### src/rtl/sync_fifo_param.sv
// Parametrised synchronous FIFO: any depth >= 2, programmable almost thresholds,
// occupancy count and selectable registered or first-word-fall-through read port.
module sync_fifo_param #(
  parameter int FIFO_WIDTH = 16,
  parameter int FIFO_DEPTH = 8,
  parameter int AF_LEVEL   = FIFO_DEPTH - 1,
  parameter int AE_LEVEL   = 1,
  parameter int FWFT       = 0
) (
  input  logic                                clk,
  input  logic                                rst,
  input  logic                                wr_en,
  input  logic                                rd_en,
  input  logic [FIFO_WIDTH-1:0]               data_in,
  output logic [FIFO_WIDTH-1:0]               data_out,
  output logic                                wr_ack,
  output logic                                overflow,
  output logic                                underflow,
  output logic                                full,
  output logic                                empty,
  output logic                                almostfull,
  output logic                                almostempty,
  output logic [$clog2(FIFO_DEPTH+1)-1:0]     count
);

  localparam int CW = $clog2(FIFO_DEPTH + 1);
  localparam int PW = $clog2(FIFO_DEPTH);
  localparam logic [PW-1:0] LAST_PTR = PW'(FIFO_DEPTH - 1);

  logic [FIFO_WIDTH-1:0] mem [FIFO_DEPTH];

  logic [PW-1:0] wr_ptr_reg, wr_ptr_next;
  logic [PW-1:0] rd_ptr_reg, rd_ptr_next;
  logic [CW-1:0] count_reg, count_next;
  logic          wr_ack_reg, overflow_reg, underflow_reg;
  logic          rd_ok, wr_ok;

  assign full        = (count_reg == CW'(FIFO_DEPTH));
  assign empty       = (count_reg == '0);
  assign almostfull  = (count_reg >= CW'(AF_LEVEL)) && !full;
  assign almostempty = !empty && (count_reg <= CW'(AE_LEVEL));
  assign count       = count_reg;

  // A read on a full FIFO frees the slot the simultaneous write lands in.
  assign rd_ok = rd_en && !empty;
  assign wr_ok = wr_en && (!full || rd_ok);

  // Depth need not be a power of two, so wrap on an explicit compare.
  always_comb begin
    wr_ptr_next = wr_ptr_reg;
    rd_ptr_next = rd_ptr_reg;
    count_next  = count_reg;
    if (wr_ok) wr_ptr_next = (wr_ptr_reg == LAST_PTR) ? '0 : wr_ptr_reg + 1'b1;
    if (rd_ok) rd_ptr_next = (rd_ptr_reg == LAST_PTR) ? '0 : rd_ptr_reg + 1'b1;
    case ({wr_ok, rd_ok})
      2'b10:   count_next = count_reg + 1'b1;
      2'b01:   count_next = count_reg - 1'b1;
      default: count_next = count_reg;
    endcase
  end

  always_ff @(posedge clk) begin
    if (rst) begin
      wr_ptr_reg    <= '0;
      rd_ptr_reg    <= '0;
      count_reg     <= '0;
      wr_ack_reg    <= 1'b0;
      overflow_reg  <= 1'b0;
      underflow_reg <= 1'b0;
    end else begin
      wr_ptr_reg    <= wr_ptr_next;
      rd_ptr_reg    <= rd_ptr_next;
      count_reg     <= count_next;
      wr_ack_reg    <= wr_ok;
      overflow_reg  <= wr_en && !wr_ok;
      underflow_reg <= rd_en && !rd_ok;
    end
  end

  // Storage is never cleared; reset only discards the pending write.
  always_ff @(posedge clk) begin
    if (!rst && wr_ok) mem[wr_ptr_reg] <= data_in;
  end

  assign wr_ack    = wr_ack_reg;
  assign overflow  = overflow_reg;
  assign underflow = underflow_reg;

  generate
    if (FWFT != 0) begin : g_fwft
      assign data_out = mem[rd_ptr_reg];
    end else begin : g_reg_read
      logic [FIFO_WIDTH-1:0] data_out_reg;
      always_ff @(posedge clk) begin
        if (rst)        data_out_reg <= '0;
        else if (rd_ok) data_out_reg <= mem[rd_ptr_reg];
      end
      assign data_out = data_out_reg;
    end
  endgenerate

endmodule
### config.mk
export PLATFORM = sky130hd
export DESIGN_NAME = sync_fifo_param
export DESIGN_NICKNAME = d
export VERILOG_FILES = /design/src/rtl/sync_fifo_param.sv
export SDC_FILE = /design/constraint.sdc
export NUM_CORES = 1
export LEC_CHECK = 0
export ABC_AREA = 1
export CAP_MARGIN = 40
export CORE_MARGIN = 4
export CORE_UTILIZATION = 50
export CTS_CLUSTER_DIAMETER = 120
export DETAILED_ROUTE_END_ITERATION = 10
export MAX_ROUTING_LAYER = met4
export PLACE_DENSITY_LB_ADDON = 0.3
export SKIP_LAST_GASP = 1
export SLEW_MARGIN = 15
export SYNTH_ARGS = -nofsm -noshare
export SYNTH_HDL_FRONTEND = slang
export SYNTH_SLANG_ARGS = --single-unit
### constraint.sdc
create_clock -name clk -period 3.06 [get_ports clk]
set_input_delay 0.612 -clock clk [delete_from_list [all_inputs] [get_ports clk]]
set_output_delay 0.612 -clock clk [all_outputs]
set_load 0.03 [all_outputs]
==> impl_metrics.ini <==
[synth]
synth_edf_count = 128
synth-seq-area-share_pct = 64.9
synth_seq_cells = 157
async_flop_share_pct = 0
synth_fp_nets = 690
synth_top_area_share_pct = 56.4
ys_types = 31
syn_inst = 662
synth_ff_type = edfxtp_1
synth.cell_area_mm2 = 0.00682
yosysWarningCount = 0
yosysTopAreaCell = edfxtp_1
ys_top_cells_by_area = edfxtp_1, nand2_1, dfxtp_1
synth.avg_cell_area_um2 = 10.3

[place]
place_ws_ns = 0.525
port_buffers = 46
gp_congestion = 0.931
placed_cells = 871
dp_hpwl_um = 9780

[floorplan]
core_mm2 = 0.0133
die_w_um = 125
fp.dieArea_mm2 = 0.0156
die_y_um = 125
initial_core_util_pct = 51.3
io_pins = 47
rows = 42

[clocking]
clk_pin_slew_worst_paths_ns = 0.06
cts_buffers = 17
clock_latency_ns = 0.42
cts-htree-levels = 4
cts_buffer_depth = 2
cts_tree = done
cts_root_buffer = clkbuf_16
post-cts-setup-buffers = 0
numClockSinks = 157
ctsResizeCount = 0
cts-hold-fix-buffers = 0

[final_layout]
mostFrequentLayoutCell = nand2_1
nets = 742
layout_common_cells = nand2_1, edfxtp_1, inv_1, nand3_1, clkdlybuf4s50_1
largest_reg_flops = 128
diodes = 0
drive_gt1_share_pct = 11.6
area_growth_pct = 19.2
stdcell_count = 903

[timing]
setup_viol = 0
period_needed_ns = 2.75
fin_crit_sh_pct = 89.9
rsz0062_at_grt = no
hold_violations = 0
worst_slack_ns = 0.308
worst_pin_slew_ns = 0.723
clock.fmax_mhz = 363
fin_skew_ns = 0.00688
maxSlewViolCount = 0
tns_ns = 0
slew_headroom_pct = 51.7

[route]
wl_per_cell_um = 16.8
drc = 0
via_per_inst = 5.20
drt-total-wl_um = 15200
ant_nets = 0
vias = 4692
drt_iter0_drc = 418
dr.pass1.iters = 6

[hold_path]
holdPathStages = 2
hold_start = data_out[13]$_SDFFE_PP0P_
whs_endpoint = data_out[13]$_SDFFE_PP0P_
hold_class = reg -> reg

[setup_path]
worstPathArrival_ns = 2.14
rr_startpoint = rd_ptr_reg[0]$_SDFFE_PP0P_
slowest_stage = clkdlybuf4s50_1
crit_chain = inv_1 > ha_1 > nand3_4 > o21ai_0 > inv_1 > clkdlybuf4s50_1
r2r_end = data_out[12]$_SDFFE_PP0P_
required_ns = 2.45
crit_fanout = 5
crit_top_cell = inv_1
worstSetupStartpointType = flip-flop
reg2regPathDepth = 8
critical-path-top-delay-family = buffers and inverters
worst-path-buf-inv = 3
rrSetupSlack_ns = 0.84
worstSetupEndpointType = output port
slowest_delay_ns = 0.66
path_class = reg -> out

[outcome]
status = finished clean

[power_and_ir_drop]
power.density_mw_per_mm2 = 830
ir_worst_vdd_v = 0.000475
leakage_nw = 3.38
total_power_mw = 6.75

[job]
max_cap_viol_count = 0

[global_routing]
grt_pass1_wl_um = 24400
grt_overflow = 0
grt_use_total_pct = 20.9
antenna_found_initial = 0
first_global_vias = 4787
grt_start_max_net_pins = 40
[where the power goes]
group	leakage, nW	switching [mW]	internal [mW]	total [mW]
sequential	1.39	0.174	2.44	2.62
clock	0.319	0.837	1.53	2.37
combinational	1.67	1.15	0.618	1.76
total	3.38	2.16	4.59	6.75
[layer usage]
metal / up-vias / part of all wire (%) / global-route usage, % / routed length, um
met3: 35 / 6.7 / 5.92 / 1020
met4: 0 / 2.6 / 9.35 / 401
li1: 2241 / - / - / -
met5: - / 0 / - / 0
met1: 2235 / 43 / 25.6 / 6600
met2: 181 / 47 / 32.4 / 7160
[logic make-up (layout without fill, tap and decap cells)]
group | after synthesis | in the layout | share of synthesized area (%)
AO/OA/AOI/OAI | 32 | 32 | 2.99
XOR/XNOR | 1 | 1 | 0.129
adder cells (fa/ha/maj) | 8 | 8 | 1.47
buffers and inverters | 148 | 213 | 9.36
flip-flops | 157 | 157 | 64.9
AND/OR/NAND/NOR | 316 | 316 | 21.1
[worst max-delay path by stage]
stage,cells after the start,slack (ns),end,startpoint
4_1_cts,6,0.28,almostfull,count[0]$_SDFFE_PP0P_
3_5_place_dp,10,0.52,count[3]$_SDFFE_PP0P_,rd_en
5_1_grt,6,0.20,almostfull,count[1]$_SDFFE_PP0P_
2_1_floorplan,9,0.50,mem[1][0]$_DFFE_PP_,count[0]$_SDFFE_PP0P_
3_3_place_gp,10,0.60,count[3]$_SDFFE_PP0P_,rd_en
6_report,6,0.31,almostfull,count[0]$_SDFFE_PP0P_
[cell usage after synthesis, types with 3 or more instances]
cell,count
a211oi_1,3
a21oi_1,14
a21oi_2,9
buf_2,20
buf_4,5
dfxtp_1,29
edfxtp_1,128
ha_1,8
inv_1,111
inv_2,4
nand2_1,187
nand2_4,3
nand3_1,88
nand3_2,10
nor2_1,17
o21ai_0,5
[metrics by stage]
| step | utilization [%] | cell area [um^2] | hold WS [ns] |
|---|---|---|---|
| floorplan | - | 6820 | 0.481 |
| global placement | 55.9 | 7430 | 0.462 |
| detailed placement | 56.1 | 7460 | 0.457 |
| CTS | 61.1 | 8130 | 0.466 |
| global route | 61.1 | 8130 | 0.493 |
| finish | 61.1 | 8130 | 0.463 |
[final cells by class]
class                           instances  area [um^2]
Clock buffer                           17          425
Clock inverter                         15          244
Fill cell                            1011         5170
Inverter                              118          450
Multi-Input combinational cell        357         1750
Sequential cell                       157         4430
Tap cell                              176          220
Timing Repair Buffer                   63          608
[worst min-delay path, delay by kind of cell (launching register included)]
kind,cells,cell delay [ns]
AOI/OAI and AO/OA,1,0.05
and+or+nand+nor,1,0.06
DFF,1,0.31
(Power assumes the default switching activity.)
